--- src/rtl/decode_stage.sv ---
// RV32/RV64 base-ISA decode stage: decodes the incoming word combinationally and
// queues the decoded fields in a small FIFO (1 or 2 entries) toward the execute stage.
module decode_stage #(
    parameter int XLEN  = 32,
    parameter int DEPTH = 2
) (
    input  logic            clk,
    input  logic            rst,
    input  logic            flush,
    input  logic            s_valid,
    output logic            s_ready,
    input  logic [31:0]     s_instruction,
    input  logic [XLEN-1:0] s_pc,
    output logic            m_valid,
    input  logic            m_ready,
    output logic [XLEN-1:0] m_pc,
    output logic [6:0]      m_opcode,
    output logic [6:0]      m_funct7,
    output logic [2:0]      m_funct3,
    output logic [XLEN-1:0] m_immediate,
    output logic [4:0]      m_rs1_raddr,
    output logic [4:0]      m_rs2_raddr,
    output logic [4:0]      m_rd_waddr,
    output logic [5:0]      m_format,
    output logic            m_illegal
);

    localparam int CW = $clog2(DEPTH + 1);

    typedef struct packed {
        logic [XLEN-1:0] pc;
        logic [6:0]      opcode;
        logic [6:0]      funct7;
        logic [2:0]      funct3;
        logic [XLEN-1:0] imm;
        logic [4:0]      rs1;
        logic [4:0]      rs2;
        logic [4:0]      rd;
        logic [5:0]      fmt;
        logic            illegal;
    } entry_t;

    // ---------------------------------------------------------------- decode
    logic [6:0]  op;
    logic [2:0]  f3;
    logic [6:0]  f7;
    logic        is_r, is_i, is_s, is_b, is_u, is_j;
    logic        f7_std, shift_i, ill;
    logic [31:0] imm32;
    entry_t      dec;

    assign op = s_instruction[6:0];
    assign f3 = s_instruction[14:12];
    assign f7 = s_instruction[31:25];

    always_comb begin
        is_r    = (op == 7'b0110011);
        is_i    = (op inside {7'b0010011, 7'b0000011, 7'b1100111, 7'b1110011, 7'b0001111});
        is_s    = (op == 7'b0100011);
        is_b    = (op == 7'b1100011);
        is_u    = (op inside {7'b0110111, 7'b0010111});
        is_j    = (op == 7'b1101111);
        f7_std  = (f7 == 7'b0000000) || (f7 == 7'b0100000);
        shift_i = (op == 7'b0010011) && ((f3 == 3'b001) || (f3 == 3'b101));
        ill     = (s_instruction[1:0] != 2'b11)
               || !(is_r || is_i || is_s || is_b || is_u || is_j)
               || (is_r && !f7_std)
               || (shift_i && !f7_std);
    end

    always_comb begin
        imm32 = '0;
        if (is_i)
            imm32 = {{20{s_instruction[31]}}, s_instruction[31:20]};
        else if (is_s)
            imm32 = {{20{s_instruction[31]}}, s_instruction[31:25], s_instruction[11:7]};
        else if (is_b)
            imm32 = {{19{s_instruction[31]}}, s_instruction[31], s_instruction[7],
                     s_instruction[30:25], s_instruction[11:8], 1'b0};
        else if (is_u)
            imm32 = {s_instruction[31:12], 12'b0};
        else if (is_j)
            imm32 = {{11{s_instruction[31]}}, s_instruction[31], s_instruction[19:12],
                     s_instruction[20], s_instruction[30:21], 1'b0};
    end

    // Fields a format does not use are forced to zero; an illegal word keeps only pc/opcode.
    always_comb begin
        dec         = '0;
        dec.pc      = s_pc;
        dec.opcode  = op;
        dec.illegal = ill;
        if (!ill) begin
            dec.imm    = XLEN'($signed(imm32));
            dec.funct7 = (is_r || is_i) ? f7 : 7'd0;
            dec.funct3 = (is_u || is_j) ? 3'd0 : f3;
            dec.rs1    = (is_u || is_j) ? 5'd0 : s_instruction[19:15];
            dec.rs2    = (is_r || is_s || is_b) ? s_instruction[24:20] : 5'd0;
            dec.rd     = (is_s || is_b) ? 5'd0 : s_instruction[11:7];
            dec.fmt    = {is_j, is_u, is_b, is_s, is_i, is_r};
        end
    end

    // ---------------------------------------------------------------- buffer
    entry_t [DEPTH-1:0] mem_q, mem_d;
    logic   [CW-1:0]    cnt_q, cnt_d;
    logic   [CW-1:0]    wr_idx;
    logic               push, pop;

    assign s_ready = (cnt_q < CW'(DEPTH));
    assign m_valid = (cnt_q != '0);
    assign push    = s_valid && s_ready && !flush;
    assign pop     = m_valid && m_ready && !flush;
    assign wr_idx  = cnt_q - CW'(pop);

    // Head always lives in slot 0; a pop shifts the queue down before the new write lands.
    always_comb begin
        mem_d = mem_q;
        cnt_d = cnt_q;
        if (flush) begin
            cnt_d = '0;
        end else begin
            if (pop) begin
                for (int i = 0; i < DEPTH - 1; i++)
                    mem_d[i] = mem_q[i+1];
            end
            if (push) begin
                for (int i = 0; i < DEPTH; i++)
                    if (wr_idx == CW'(i))
                        mem_d[i] = dec;
            end
            cnt_d = cnt_q + CW'(push) - CW'(pop);
        end
    end

    always_ff @(posedge clk or posedge rst) begin
        if (rst) begin
            cnt_q <= '0;
            mem_q <= '0;
        end else begin
            cnt_q <= cnt_d;
            mem_q <= mem_d;
        end
    end

    // ---------------------------------------------------------------- outputs
    entry_t head;

    assign head        = m_valid ? mem_q[0] : '0;
    assign m_pc        = head.pc;
    assign m_opcode    = head.opcode;
    assign m_funct7    = head.funct7;
    assign m_funct3    = head.funct3;
    assign m_immediate = head.imm;
    assign m_rs1_raddr = head.rs1;
    assign m_rs2_raddr = head.rs2;
    assign m_rd_waddr  = head.rd;
    assign m_format    = head.fmt;
    assign m_illegal   = head.illegal;

endmodule

--- config.mk ---
export PLATFORM = sky130hd
export DESIGN_NAME = decode_stage
export DESIGN_NICKNAME = d
export VERILOG_FILES = /design/src/rtl/decode_stage.sv
export SDC_FILE = /design/constraint.sdc
export NUM_CORES = 1
export LEC_CHECK = 0
export CAP_MARGIN = 20
export CELL_PAD_IN_SITES_DETAIL_PLACEMENT = 1
export CELL_PAD_IN_SITES_GLOBAL_PLACEMENT = 1
export CORE_MARGIN = 4
export CORE_UTILIZATION = 44
export DETAILED_ROUTE_END_ITERATION = 6
export MAX_ROUTING_LAYER = met4
export PLACE_DENSITY_LB_ADDON = 0.1
export SLEW_MARGIN = 20
export SYNTH_ARGS = -nofsm -noshare
export SYNTH_HDL_FRONTEND = slang
export SYNTH_SLANG_ARGS = --single-unit
--- constraint.sdc ---
create_clock -name clk -period 11.4 [get_ports clk]
set_input_delay 1.71 -clock clk [delete_from_list [all_inputs] [get_ports clk]]
set_output_delay 1.71 -clock clk [all_outputs]
set_load 0.01 [all_outputs]
* Word-level counts from Yosys, hierarchy flattened
Index checks and enable logic that the tools add are counted.
** Word-level totals
- Bits in read-only memories :: 0
- RAM bits :: 0
- Logic and storage cells :: 88
- Memories :: 0
- Input bits :: 69
- Flip-flop bits (word level) :: 208
- Latch bits :: 0
** Cells by class
- Add/subtract/negate cells :: 3
- Equal/unequal tests :: 16
- Order comparisons :: 1
- Reduce and logical (&&, ||, !) cells :: 30
- Bitwise operators :: 1
- Multiply operators :: 0
- Div/mod/pow operators :: 0
- Shifts and indexed selects :: 0
- Multiplexer cells :: 16
** Operator list (number)
- 103-bit two-way mux :: 4
- 32-bit two-way mux :: 5
- 63-bit two-way mux :: 1
- 7-bit by 6-bit == test with 1-bit output (second input constant) :: 4
- 7-bit == test (second input constant) :: 4
- 5-bit two-way mux :: 3
- 7-bit by 5-bit == test with 1-bit output (second input constant) :: 2
- 1-bit logical OR :: 14
- 7-bit by 2-bit == test with 1-bit output (second input constant) :: 1
- 7-bit by 4-bit == test with 1-bit output (second input constant) :: 1
- 1-bit logical AND :: 7
- 7-bit logical NOT :: 1
- 7-bit two-way mux :: 1
- 5-bit nonzero test :: 1
- 2-bit nonzero test :: 2
- 2-bit by 1-bit subtractor with 2-bit output :: 2
- 3-bit by 1-bit == test with 1-bit output (second input constant) :: 1
- 3-bit == test (second input constant) :: 1
- 1-bit logical NOT :: 3
- 3-bit two-way mux :: 1
- 3-bit AND reduction :: 1
- 2-bit by 1-bit adder with 2-bit output :: 1
- 2-bit by 1-bit == test with 1-bit output (second input constant) :: 1
- 2-bit logical NOT :: 1
- other kinds (4) :: 4

* Longest topological paths before layout
- Word-level depth :: 14
- Depth in mapped cells :: 10
- Mapped depth without buffers :: 8

* Worst setup path after synthesis
No wires, ideal clock.
- Kind :: input to register
- Start point :: input port flush
- End point :: register mem_q[107] in the netlist's numbering
- Path slack :: 7.971 ns
- Setup time :: 0.134 ns
- Buffers on the path :: 3
- Stages :: 9
- Data arrival time :: 3.295 ns
- Cell sequence :: nand2b_1 > a21oi_1 > ha_1 > or3_1 > buf_2 > buf_2 > clkbuf_1 > nand2_1 > o21ai_0
** On the way
- Word-level cells in the longest chain between the ends :: 5
- Elaborated cells between the ends (all ways) :: 7
- Classes of those cells :: add/sub: 1; eq/ne: 1; bitwise: 1; reduce/logical: 4
** RTL lines
- start, declared :: line 9 : input logic flush,
- 1-bit logical NOT :: line 112, 113
- 1-bit logical AND :: line 113 : assign pop = m_valid && m_ready && !flush;
- 2-bit by 1-bit subtractor with 2-bit output :: line 114 : assign wr_idx = cnt_q - CW'(pop);
- 2-bit by 1-bit == test with 1-bit output :: line 129 : if (wr_idx == CW'(i))
- 3-bit AND reduction (no line) *
- end signal, assigned :: line 142 : mem_q <= mem_d;
- end, declared :: line 105 : entry_t [DEPTH-1:0] mem_q, mem_d;
Mark *: on every way between the ends. The rest lies on a longest branch, timed or not.
A chain may end at the register's enable or synchronous reset.

* Worst setup path after layout
- Start point :: register cnt_q[1]
- End point :: output port m_format[1]
** On the way
- Word-level cells in the longest chain between the ends :: 2
** RTL lines
- start, declared :: line 106 : logic [CW-1:0] cnt_q, cnt_d;
- start signal, assigned :: line 141 : cnt_q <= cnt_d;
- 2-bit nonzero test :: line 111 : assign m_valid = (cnt_q != '0);
- 103-bit two-way mux :: line 149 : assign head = m_valid ? mem_q[0] : '0;
- end, declared :: line 24 : output logic [5:0] m_format,
No other way between the ends.

==> flow_metrics.env <==
export IMPL_clock_path_buffers=3
export IMPL_clkTransAtPathRegs_ns=0.06
export IMPL_max_stage_delay_ns=0.66
export IMPL_p_per_area_nw_per_um2=209
export IMPL_grt_pass1_vias=8794
export IMPL_fp_dieH_um=157
export IMPL_grt_start_max_net_pins=131
export IMPL_hold_violations=0
export IMPL_cts_resized=0
export IMPL_num_rows=54
export IMPL_maxCapViolCount=0
export IMPL_timing_fmax_mhz=210
export IMPL_tightest_slew_ns=1.13
export IMPL_layout_nets=1217
export IMPL_wl_um=30700
export IMPL_cts_setup_buffers=0
export IMPL_postCtsHoldBufs=0
export IMPL_synth_avg_cell_area_um2=9.55
export IMPL_antenna_found_initial=0
export IMPL_min_path_type="register to register"
export IMPL_ant_nets=0
export IMPL_status="finished, final reports clean"
export IMPL_rsz0062_at_grt="no"
export IMPL_arrival_ns=3.05
export IMPL_yosys_warnings=0
export IMPL_setup_tns_ns=0
export IMPL_final_cell_count_no_fill=1441
export IMPL_core_area_um2=21800
export IMPL_dieArea_um2=24700
export IMPL_slowest_stage="or2_2"
export IMPL_path_max_fanout=64
export IMPL_syn_area_um2=9770
export IMPL_p_leak_nw=5.14
export IMPL_place_congestion=0.802
export IMPL_ioPinCount=174
export IMPL_drt_initial_drc_count=541
export IMPL_synth_fp_nets=1095
export IMPL_drc=0
export IMPL_area_delta_synth_final_pct=26.8
export IMPL_track_usage_pct=25.6
export IMPL_nFillCells=2419
export IMPL_antennaDiodeCount=0
export IMPL_worstSkewPairLatency_ns=0.51
export IMPL_synth_cell_type_count=56
export IMPL_htreeDepth=1
export IMPL_detailed_place_hpwl_um=19200
export IMPL_grt_pass1_wl_um=49000
export IMPL_ys_flop_type="dfrtp_1"
export IMPL_async_flop_share_pct=100
export IMPL_slew_headroom_pct=24.4
export IMPL_cts_tree="yes"
export IMPL_ir_worst_vdd_mv=0.114
export IMPL_path_class="register to output pin"
export IMPL_drive_above_1_share_pct=6.03
export IMPL_overflow=0
export IMPL_drv_slew=0
export IMPL_routedWlPerCell_um=21.3
export IMPL_dpl_cell_count=1400
export IMPL_firstDrtPassIters=5
export IMPL_cts_buffers=23
export IMPL_setup_viol_count_final=0
export IMPL_clock_root_buffer="clkbuf_16"
export IMPL_cp_start_kind="register"
export IMPL_vias_per_cell=5.84
export IMPL_cp_cell_sequence="or2_2 > buf_4 > and2_1 > clkdlybuf4s50_1"
export IMPL_syn_inst=1023
export IMPL_vias=8418
export IMPL_cts_sinks=208
export IMPL_final_min_clock_period_ns=4.76
export IMPL_min_period_over_period_pct=41.8
export IMPL_skew_ns=0.0176
export IMPL_ys_seq_elements=208
export IMPL_synth_edff_count=0
export IMPL_port_buffers=173
export IMPL_cp_end_kind="output pin"
export IMPL_ys_seq_area_share_pct=53.3
export IMPL_crit_required_ns=9.69
export IMPL_start_util_pct=44.8
export IMPL_die_w_um=157
-- layout make-up --
type | instances | area (µm²) | share of cell area (%)
Clock inverter | 7 | 113 | 0.909
Timing Repair Buffer | 185 | 1820 | 14.7
Inverter | 6 | 30.0 | 0.242
Multi-Input combinational cell | 721 | 4200 | 33.9
Clock buffer | 34 | 667 | 5.38
Sequential cell | 208 | 5200 | 42.0
Tap cell | 280 | 350 | 2.83
-- flip-flops by register name, summed over array words and instances (netlist names) --
name   count
cnt_q      2
mem_q    206
-- cell families after synthesis --
logic type      Yosys count  share of synthesized area, %
simple gates            388                          19.2
compound gates          326                          22.6
flops                   208                          53.3
buf+inv                  94                          4.21
xor+xnor                  3                         0.269
fa+ha+maj                 3                         0.384
mux                       1                         0.115
-- placed cells by master, fill, tap and decap left out, types with 2 or more instances in the layout --
cell type / netlist / routed
and2_1: 103 / 103
a22oi_1: 34 / 34
a21o_1: 10 / 10
a2bb2oi_1: 3 / 3
clkbuf_16: 0 / 23
clkinv_2: 0 / 3
dfrtp_1: 208 / 208
xnor2_1: 2 / 2
nand3_1: 21 / 19
o22a_1: 84 / 84
inv_1: 6 / 5
o21ai_0: 83 / 83
bufinv_16: 0 / 3
buf_4: 5 / 11
a21oi_2: 3 / 2
nor2_2: 1 / 2
nor3_2: 0 / 2
nand2_1: 214 / 214
nand3_2: 0 / 2
clkbuf_1: 48 / 6
ha_1: 3 / 3
a21oi_1: 36 / 36
clkdlybuf4s50_1: 0 / 172
nor2b_1: 3 / 3
nand4b_1: 2 / 2
nand2b_1: 4 / 4
o21ai_1: 19 / 19
a31oi_1: 9 / 8
a22o_1: 7 / 7
o22ai_1: 25 / 25
clkbuf_8: 0 / 5
nand4_1: 14 / 14
nor2_1: 10 / 8
nor2_4: 1 / 2
or2_2: 2 / 2
a221oi_1: 4 / 4
-- cell usage after synthesis (all sizes together), types with 2 or more instances --
cell	instances	area (µm²)
nand2	214	803
dfrtp	208	5200
and2	104	651
o21ai	103	519
o22a	84	736
clkbuf	49	185
a21oi	39	206
buf	39	204
a22oi	34	255
o22ai	25	156
nand3	21	105
nand4	14	87.6
nor2	12	55.1
a21o	10	75.1
a31oi	9	56.3
a22o	7	61.3
inv	6	22.5
a221oi	4	35.0
nand2b	4	25.0
a2bb2oi	3	26.3
ha	3	37.5
nor2b	3	18.8
or2	3	18.8
nand4b	2	17.5
nor3	2	10.0
xnor2	2	17.5
-- layer usage --
| layer | vias to the layer above | share of wire (%) | track usage (%) |
|---|---|---|---|
| met5 | - | 0 | - |
| met2 | 251 | 48 | 41.9 |
| met1 | 4279 | 44 | 34.0 |
| met4 | 0 | 1.7 | 5.58 |
| met3 | 41 | 5.7 | 3.85 |
| li1 | 3847 | - | - |
-- power breakdown --
| part | switching (mW) | internal (mW) | total [mW] | leakage, nW |
|---|---|---|---|---|
| clock | 0.302 | 0.471 | 0.774 | 0.381 |
| sequential | 0.121 | 0.935 | 1.06 | 2.63 |
| combinational | 0.378 | 0.382 | 0.760 | 2.13 |
| total | 0.802 | 1.79 | 2.59 | 5.14 |
-- final timing paths --
check / startpoint / end / slack [ns] / cells after the start
max: cnt_q[1] / m_format[1] / 6.64 / 4
min: mem_q[105] / mem_q[105] / 0.47 / 2
max reg2reg: cnt_q[1] / mem_q[60] / 8.13 / 6
min reg2reg: mem_q[105] / mem_q[105] / 0.47 / 2
max in group asynchronous: rst / cnt_q[1] / 8.27 / 3
min in group asynchronous: rst / mem_q[118] / 1.74 / 2
-- critical path: cells and delay by family (launching register included) --
kind	cells	cell delay, ns
AND/OR/NAND/NOR	2	0.93
flip-flops	1	0.48
buffers and inverters	2	1.12
-- per-stage QoR --
step | cell area [µm²] | util, % | power (mW) | setup slack [ns] | hold slack, ns
2_1_floorplan | 9770 | - | 1.48 | 4.01 | 0.439
3_3_place_gp | 11600 | 53.1 | 1.80 | 6.42 | 0.453
3_5_place_dp | 11600 | 53.1 | 1.83 | 6.26 | 0.463
4_1_cts | 12400 | 56.7 | 2.61 | 6.56 | 0.478
5_1_grt | 12400 | 56.8 | 2.74 | 6.38 | 0.503
6_report | 12400 | 56.8 | 2.59 | 6.64 | 0.474
No activity file was read; power rests on OpenSTA's default activity.
